File: config.mk
export PLATFORM = sky130hd
export DESIGN_NAME = regfile_wb_arbiter
export DESIGN_NICKNAME = d
export VERILOG_FILES = /design/src/rtl/regfile_wb_arbiter_pkg.sv /design/src/rtl/regfile_wb_arbiter_scoreboard.sv /design/src/rtl/regfile_wb_arbiter.sv
export SDC_FILE = /design/constraint.sdc
export NUM_CORES = 1
export LEC_CHECK = 0
export BUFFER_PORTS_ARGS = -buffer_cell sky130_fd_sc_hd__clkbuf_2
export CORE_MARGIN = 5
export CORE_UTILIZATION = 40
export DETAILED_ROUTE_END_ITERATION = 16
export MAX_ROUTING_LAYER = met4
export PLACE_DENSITY = 0.65
export SLEW_MARGIN = 20
export SYNTH_ARGS = -nofsm -noshare
export SYNTH_HDL_FRONTEND = slang
export SYNTH_HIERARCHICAL = 1
export SYNTH_SLANG_ARGS = --single-unit
File: constraint.sdc
create_clock -name i_CLK -period 3.58 [get_ports i_CLK]
set_input_delay 0.179 -clock i_CLK [delete_from_list [all_inputs] [get_ports i_CLK]]
set_output_delay 0.179 -clock i_CLK [all_outputs]
set_load 0.005 [all_outputs]
File: src/rtl/regfile_wb_arbiter_pkg.sv
// Shared constants and grant encoding for the register-file writeback arbiter.
// Used by regfile_wb_arbiter and wb_scoreboard.
package regfile_wb_arbiter_pkg;

  localparam int XLEN     = 32;
  localparam int NUM_REGS = 32;
  localparam int PTR_W    = $clog2(NUM_REGS);

  localparam logic [PTR_W-1:0] REG_ZERO = '0;

  typedef enum logic {
    GNT_EX  = 1'b0,
    GNT_LSU = 1'b1
  } gnt_e;

endpackage

File: src/rtl/regfile_wb_arbiter_scoreboard.sv
// Busy scoreboard for registers with outstanding long-latency (load) writes.
// Produces a combinational hit when any issue operand is still pending.
module wb_scoreboard
  import regfile_wb_arbiter_pkg::*;
(
  input  logic             clk,
  input  logic             rst,
  input  logic             set_en,
  input  logic [PTR_W-1:0] set_ptr,
  input  logic             clr_en,
  input  logic [PTR_W-1:0] clr_ptr,
  input  logic [PTR_W-1:0] rs1,
  input  logic [PTR_W-1:0] rs2,
  input  logic [PTR_W-1:0] rd,
  output logic             hit
);

  logic [NUM_REGS-1:0] busy;
  logic [NUM_REGS-1:0] busy_nxt;

  // Clear is applied before set so a same-cycle set on the same register wins.
  always_comb begin
    busy_nxt = busy;
    if (clr_en) busy_nxt[clr_ptr] = 1'b0;
    if (set_en) busy_nxt[set_ptr] = 1'b1;
    busy_nxt[REG_ZERO] = 1'b0;
  end

  always_ff @(posedge clk) begin
    if (rst) busy <= '0;
    else     busy <= busy_nxt;
  end

  assign hit = busy[rs1] | busy[rs2] | busy[rd];

endmodule

File: src/rtl/regfile_wb_arbiter.sv
// Round-robin arbiter for the single regfile write port (EX vs LSU) plus issue stall.
// Optional conflict counter enabled by defining WBARB_STATS_EN.
module regfile_wb_arbiter
  import regfile_wb_arbiter_pkg::*;
(
  input  logic             i_CLK,
  input  logic             i_RST,
  input  logic             i_EX_VALID,
  input  logic [PTR_W-1:0] i_EX_RD,
  input  logic [XLEN-1:0]  i_EX_DATA,
  output logic             o_EX_READY,
  input  logic             i_LSU_VALID,
  input  logic [PTR_W-1:0] i_LSU_RD,
  input  logic [XLEN-1:0]  i_LSU_DATA,
  output logic             o_LSU_READY,
  input  logic             i_ISSUE_VALID,
  input  logic             i_ISSUE_LONG,
  input  logic [PTR_W-1:0] i_ISSUE_RD,
  input  logic [PTR_W-1:0] i_ISSUE_RS1,
  input  logic [PTR_W-1:0] i_ISSUE_RS2,
  output logic             o_ISSUE_STALL,
`ifdef WBARB_STATS_EN
  output logic [31:0]      o_CONFLICT_CNT,
`endif
  output logic             o_WE,
  output logic [PTR_W-1:0] o_RD_PTR,
  output logic [XLEN-1:0]  o_RD
);

  gnt_e last_grant;
  logic ex_fire;
  logic lsu_fire;
  logic sb_hit;
  logic sb_set;

  // When both request, the one that did not win last time is served.
  always_comb begin
    o_EX_READY  = i_EX_VALID  & (~i_LSU_VALID | (last_grant == GNT_LSU));
    o_LSU_READY = i_LSU_VALID & (~i_EX_VALID  | (last_grant == GNT_EX));
  end

  assign ex_fire  = i_EX_VALID  & o_EX_READY;
  assign lsu_fire = i_LSU_VALID & o_LSU_READY;

  always_ff @(posedge i_CLK) begin
    if (i_RST) begin
      o_WE       <= 1'b0;
      o_RD_PTR   <= '0;
      o_RD       <= '0;
      last_grant <= GNT_LSU;
    end else if (ex_fire) begin
      o_WE       <= (i_EX_RD != REG_ZERO);
      o_RD_PTR   <= i_EX_RD;
      o_RD       <= i_EX_DATA;
      last_grant <= GNT_EX;
    end else if (lsu_fire) begin
      o_WE       <= (i_LSU_RD != REG_ZERO);
      o_RD_PTR   <= i_LSU_RD;
      o_RD       <= i_LSU_DATA;
      last_grant <= GNT_LSU;
    end else begin
      o_WE <= 1'b0;
    end
  end

  assign o_ISSUE_STALL = i_ISSUE_VALID & sb_hit;
  assign sb_set = i_ISSUE_VALID & i_ISSUE_LONG & ~o_ISSUE_STALL & (i_ISSUE_RD != REG_ZERO);

  wb_scoreboard u_scoreboard (
    .clk     (i_CLK),
    .rst     (i_RST),
    .set_en  (sb_set),
    .set_ptr (i_ISSUE_RD),
    .clr_en  (lsu_fire),
    .clr_ptr (i_LSU_RD),
    .rs1     (i_ISSUE_RS1),
    .rs2     (i_ISSUE_RS2),
    .rd      (i_ISSUE_RD),
    .hit     (sb_hit)
  );

`ifdef WBARB_STATS_EN
  always_ff @(posedge i_CLK) begin
    if (i_RST)                         o_CONFLICT_CNT <= '0;
    else if (i_EX_VALID & i_LSU_VALID) o_CONFLICT_CNT <= o_CONFLICT_CNT + 32'd1;
  end
`endif

endmodule

* Word-level counts from Yosys, hierarchy flattened *
Cells that the tools add are included.
Widths: inputs -> output; s select.

storage, ports and cells
  register bits after elaboration = 71
  input port bits = 95
  output and inout port bits = 41
  word-level logic and storage cells = 57

cells by class
  $lt $le $gt $ge = 6
  muxes and demuxes = 20
  bitwise gates (word level) = 19
  reduce and logical (&&, ||, !) cells = 6

operators with widths
  operator            number
  $mux 32             4
  $and 32x32->32      1
  $not 32->32         1
  $or 32x32->32       1
  $lt 5x6->1 const B  4
  $bmux 1 s5          3
  $reduce_bool 5->1   3
  $demux 1 s5         2
  $ge 5x1->1 const B  2
  $mux 5              2
  $mux 1              9
  $and 1x1->1         8
  $not 1->1           4
  $or 1x1->1          4
  $logic_and 1x1->1   2
  $reduce_bool 2->1   1

* Logic depth before layout (Yosys ltp) *
  depth after elaboration = 9
  gate-level depth with buffers = 11
  gate-level depth less buffers = 10

* By module *
The synthesis kept the hierarchy.

by module, submodules not included
  module              times used  cells an instance  area each (um2)  seq. area each (um2)
  regfile_wb_arbiter  1           233                2297.2           780.7
  wb_scoreboard       1           231                2127.0           620.6

* Worst setup path after synthesis *
OpenSTA, ideal clock, no wires.

  path kind = input to register
  start point = in i_ISSUE_RS1[0]
  end point = reg u_scoreboard.busy[8]
  library setup time = 70 ps
  arrival time = 2430 ps
  data required time = 3510 ps
  slack = 1079 ps
  cell stages on the path = 10
  buffers on the path = 1
  cells stage by stage = buf_4 > mux4_2 > a22oi_1 > o21ai_1 > nor4_1 > nand4_1 > nor3_1 > nor3b_1 > nand2_1 > a21oi_1

between the ends
  word-level cells in the longest chain between the ends = 9

RTL lines
  what                          line                                 source
  start: declaration            regfile_wb_arbiter.sv:19             input logic [PTR_W-1:0] i_ISSUE_RS1,
  $bmux 1 s5                    regfile_wb_arbiter_scoreboard.sv:34  assign hit = busy[rs1] | busy[rs2] | busy[rd];
  $mux 1 (implied by the code)  regfile_wb_arbiter_scoreboard.sv:34
  $or 1x1->1 (2 in series)      regfile_wb_arbiter_scoreboard.sv:34
  net sb_hit                    regfile_wb_arbiter.sv:33             logic sb_hit;
  $and 1x1->1                   regfile_wb_arbiter.sv:66             assign o_ISSUE_STALL = i_ISSUE_VALID & sb_hit;
  $not 1->1                     regfile_wb_arbiter.sv:67             assign sb_set = i_ISSUE_VALID & i_ISSUE_LONG & ~o_ISSUE_STALL & (i_ISSUE_RD != REG_ZERO);
  $and 1x1->1 (2 in series)     regfile_wb_arbiter.sv:67
  net sb_set                    regfile_wb_arbiter.sv:34             logic sb_set;
  $mux 32                       regfile_wb_arbiter_scoreboard.sv:25  if (set_en) busy_nxt[set_ptr] = 1'b1;
  end signal: assignment        regfile_wb_arbiter_scoreboard.sv:31  else busy <= busy_nxt;
  end: declaration              regfile_wb_arbiter_scoreboard.sv:18  logic [NUM_REGS-1:0] busy;

The timed path passes the listed nets, and every way through them passes these cells. The select of a mux whose other input is x is not followed.
A chain may end at the register's enable or synchronous reset.

* Final worst setup path *
  start point = reg u_scoreboard.busy[1]
  end point = reg u_scoreboard.busy[11]

between the ends
  word-level cells in the longest chain between the ends = 9
  elaborated cells between the ends (all ways) = 13
  those cells by class = mux: 7; bitwise: 6

RTL lines
  what                           line
  $bmux 1 s5                     regfile_wb_arbiter_scoreboard.sv:34
  $mux 1 (implied by the code)   regfile_wb_arbiter_scoreboard.sv:34
  $or 1x1->1                     regfile_wb_arbiter_scoreboard.sv:34
  $or 1x1->1 (*)                 regfile_wb_arbiter_scoreboard.sv:34
  net sb_hit                     regfile_wb_arbiter.sv:33
  $and 1x1->1 (*)                regfile_wb_arbiter.sv:66
  $not 1->1 (*)                  regfile_wb_arbiter.sv:67
  $and 1x1->1 (*) (2 in series)  regfile_wb_arbiter.sv:67
  net sb_set                     regfile_wb_arbiter.sv:34
  $mux 32 (*)                    regfile_wb_arbiter_scoreboard.sv:25

Mark *: on every way through the listed nets, which the timed path passes. The rest lies on a longest branch. The select of a mux whose other input is x is not followed.

==> metrics.md <==
| Metric | Value |
|---|---|
| Max Fanout on Critical Path | 8 |
| Detailed Route Iter0 Violations | roughly 300 |
| CTS Buf Count | 9 |
| Compound-gate portion of the synthesized area | 0.210 |
| Hold Path Depth | 3 |
| Hold path endpoint | o_RD_PTR[1]$_SDFFE_PP0P_ |
| Post-synthesis cell area | ~4400 um^2 |
| Top-count cell post-synth | dfxtp_1 |
| Seq pwr share | 0.457 |
| Yosys reg bits | 70 |
| Final Critical Period | around 2.8 ns |
| Largest family of logic cells by synthesized area | multiplexers |
| R2R cell count | 9 |
| Crit share post-route | 0.789 |
| Max frequency | ~350 MHz |
| Post-cts resize count | 0 |
| Die H | about 120 um |
| Yosys top cell area share | 0.317 |
| Setup bufs post-CTS | 0 |
| Post-synthesis sequential area ratio | 0.317 |
| Clock root buffer | clkbuf_8 |
| Yosys top cell by area | dfxtp_1 |
| Crit start category | flip-flop |
| Crit Path Class | reg2reg |
| Net Sw Frac | 0.275 |
| Hold slack | 0.0879 ns |
| Unrepaired setup endpoints after global routing | false |
| Detailed Route WL | 13200 um |
| Layout cells sized above 1 | 0.357 |
| Final Hold Viols | 0 |
| R2R setup slack | about 0.76 ns |
| Setup_tns | 0 ns |
| Post-synthesis simple-gate area fraction | 0.204 |
| DR DRC count | 0 |
| Clk sinks | 70 |
| DP HPWL | 9420 um |
| RePlAce Congestion | between 0.9 and 1 |
| DP Cell Count | 710 |
| Crit. End Element | flip-flop |
| # Max-Cap Violations | 0 |
| ANT nets after route | 0 |
| Vias in the first global route | 4375 |
| Clk pin slew, worst setup/hold paths | 0.08 ns |
| Initial antenna violation count | 0 |
| Combinational Power Share | 0.193 |
| Drt wl/cell | around 18 um |
| Clk pwr share | 0.350 |
| Syn_nets | 559 |
| IO Port Bufs | between 100 and 150 |
| Final Setup Violations | 0 |
| Hold Buf Count CTS | 0 |
| Reg-to-reg startpoint | u_scoreboard/busy[1]$_SDFF_PP0_ |
| Hold Crit Class | in2reg |
| Post-synthesis xor/xnor area fraction | 0 |
| Clock Path Buffers | 2 |
| Peak supply drop | between 150 and 200 uV |
| Number of synthesized flops with an enable pin | 0 |
| Measured slew at the worst slew-check pin | roughly 0.7 ns |
| Max_slew headroom | 0.534 |
| Total Routing Usage GR | 0.207 |
| Post-layout nets | roughly 680 |
| Die footprint | 13300 um^2 |
| CTS tree | done |
| Vias | approximately 4200 |
| Worst path required time | about 3.9 ns |
| YS warnings | 6 |
| Multiplexer area fraction after synthesis | 0.212 |
| Row count | 38 |
| Int Pwr | roughly 1300 uW |
| Largest net degree at the start of global routing | 70 |
| Core Area | 10800 um^2 |
| Leak Pwr | 0.00215 uW |
| Min-Delay Startpoint | i_EX_RD[1] |
| Adder-Cell Fraction of Synth Area | 0 |
| Io pins | roughly 140 |
| DRT Pass-1 Iters | 4 |
| Vias per cell | between 5 and 6 |
| Fin Clk Skew | around 0.0095 ns |
| Psw | between 500 and 600 uW |
| Status | finished, final reports clean |
| N_diodes | 0 |
| Clk Latency, worst-skew pair | around 0.34 ns |
| Chip width | ~120 um |
| Pwr/cell area | 346 nW/um^2 |
| First-pass GRT wire length | 21500 um |
| Terminus of the critical flop-to-flop path | u_scoreboard/busy[11]$_SDFF_PP0_ |
| Syn Area/Cell | 9.54 um^2 |
| Most common flop cell mapped by yosys | dfxtp_1 |
| Synthesis-to-layout area growth | 20.1% |
| Synth top area cells | dfxtp_1 (32%), o221a_1 (7.6%), mux4_2 (6.6%) |
| Initial core utilization | 0.408 |
| Synthesized instance count | about 460 |
| Max-slew violations | 0 |
| Post-Layout Cell Count | approximately 730 |
| Ys async rst share | 0 |
| CP Data Arrival Time | slightly above 3 ns |
| H-tree depth | 3 |
| Post-synth top cells | dfxtp_1 (70), nor2_1 (44), nand2_1 (43) |
| Grt ovf | 0 |
| Post-synth cell types | 46 |
worst max-delay path, cell delays in order, from the launching register on:
cell and delay [ns]:
dfxtp_1 0.35, mux2_2 0.26, a221oi_1 0.33, a2111oi_0 0.12, nor4_1 0.40, nand4_1 0.21, nor3_1 0.38, and3_1 0.43
nand2_1 0.10, a21oi_1 0.15
per-layer routing:
metal | vias up | global-route usage | share of wire
met3 | 27 | 0.0268 | 0.054
li1 | 2001 | - | -
met2 | 150 | 0.339 | 0.48
met1 | 2032 | 0.257 | 0.44
met5 | - | - | 0
met4 | 0 | 0.0845 | 0.021
how the worst max path moves through the flow:
stage                                               start                                to  slack, ns
after floorplan                            i_ISSUE_RS1[0]   u_scoreboard/busy[8]$_SDFF_PP0_       1.08
after global placement                      i_ISSUE_RD[2]   u_scoreboard/busy[7]$_SDFF_PP0_       0.80
after detailed placement                    i_ISSUE_RD[2]   u_scoreboard/busy[9]$_SDFF_PP0_       0.67
after CTS                 u_scoreboard/busy[1]$_SDFF_PP0_  u_scoreboard/busy[27]$_SDFF_PP0_       0.86
after global routing      u_scoreboard/busy[1]$_SDFF_PP0_  u_scoreboard/busy[11]$_SDFF_PP0_       0.54
final                     u_scoreboard/busy[1]$_SDFF_PP0_  u_scoreboard/busy[11]$_SDFF_PP0_       0.76
sequential cells by signal (all words and copies together) (netlist names):
signal / flops
o_WE: 1
o_RD: 32
last_grant: 1
o_RD_PTR: 5
u_scoreboard/busy: 31
cell type report:
| type | count | area, um^2 |
|---|---|---|
| Fill cell | 1058 | 5530 |
| Multi-Input combinational cell | 348 | 2770 |
| Tap cell | 140 | 175 |
| Clock inverter | 2 | 12.5 |
| Inverter | 11 | 43.8 |
| Clock buffer | 14 | 193 |
| Sequential cell | 70 | 1400 |
| Timing Repair Buffer | 141 | 721 |
cells in the final DEF, fill, tap and decap left out, types with 2 or more instances in the layout:
cell | netlist | routed
clkbuf_2 | 0 | 135
dfxtp_1 | 70 | 70
nor2_1 | 44 | 44
nand2_1 | 43 | 43
nor3b_1 | 37 | 37
o21ai_0 | 34 | 34
a21oi_1 | 33 | 33
o221a_1 | 30 | 30
mux2_2 | 23 | 23
clkbuf_8 | 0 | 14
mux4_2 | 13 | 13
mux2_1 | 12 | 12
inv_1 | 10 | 10
nor2b_1 | 8 | 8
mux4_1 | 8 | 8
buf_4 | 4 | 6
nand3b_1 | 6 | 6
a211oi_1 | 5 | 5
a2111oi_2 | 5 | 5
mux2i_1 | 4 | 4
or4_1 | 3 | 3
o211ai_1 | 3 | 3
a221oi_1 | 3 | 3
nor4_1 | 3 | 3
and3b_1 | 3 | 3
nor3_1 | 2 | 2
o21ai_1 | 2 | 2
o221a_2 | 2 | 2
and2b_1 | 2 | 2
a2111oi_0 | 2 | 2
and2b_2 | 2 | 2
or3b_2 | 2 | 2
and3_1 | 2 | 2
nand3_1 | 2 | 2
power by group through the flow:
stage                     Clock [uW]  Sequential, uW  Combinational, uW
final                            643             839                354
after global routing             696             843                389
after CTS                        661             839                356
after detailed placement           0             855                356
after global placement             0             855                344
after floorplan                    0             856                207
metrics by stage:
| stage | area, um^2 | power (uW) | worst slack, ns | util |
|---|---|---|---|---|
| final | 5310 | 1840 | 0.756 | 0.490 |
| after global routing | 5310 | 1930 | 0.535 | 0.490 |
| after CTS | 5310 | 1860 | 0.863 | 0.490 |
| after detailed placement | 5110 | 1210 | 0.668 | 0.471 |
| after global placement | 5110 | 1200 | 0.797 | 0.471 |
| after floorplan | 4420 | 1060 | 1.08 | - |
cell families after synthesis:
family                 Yosys count
and+or+nand+nor                165
AOI/OAI and AO/OA              123
DFF                             70
muxes                           60
buffers and inverters           46
Note: power is estimated with default switching activity, not from simulation.
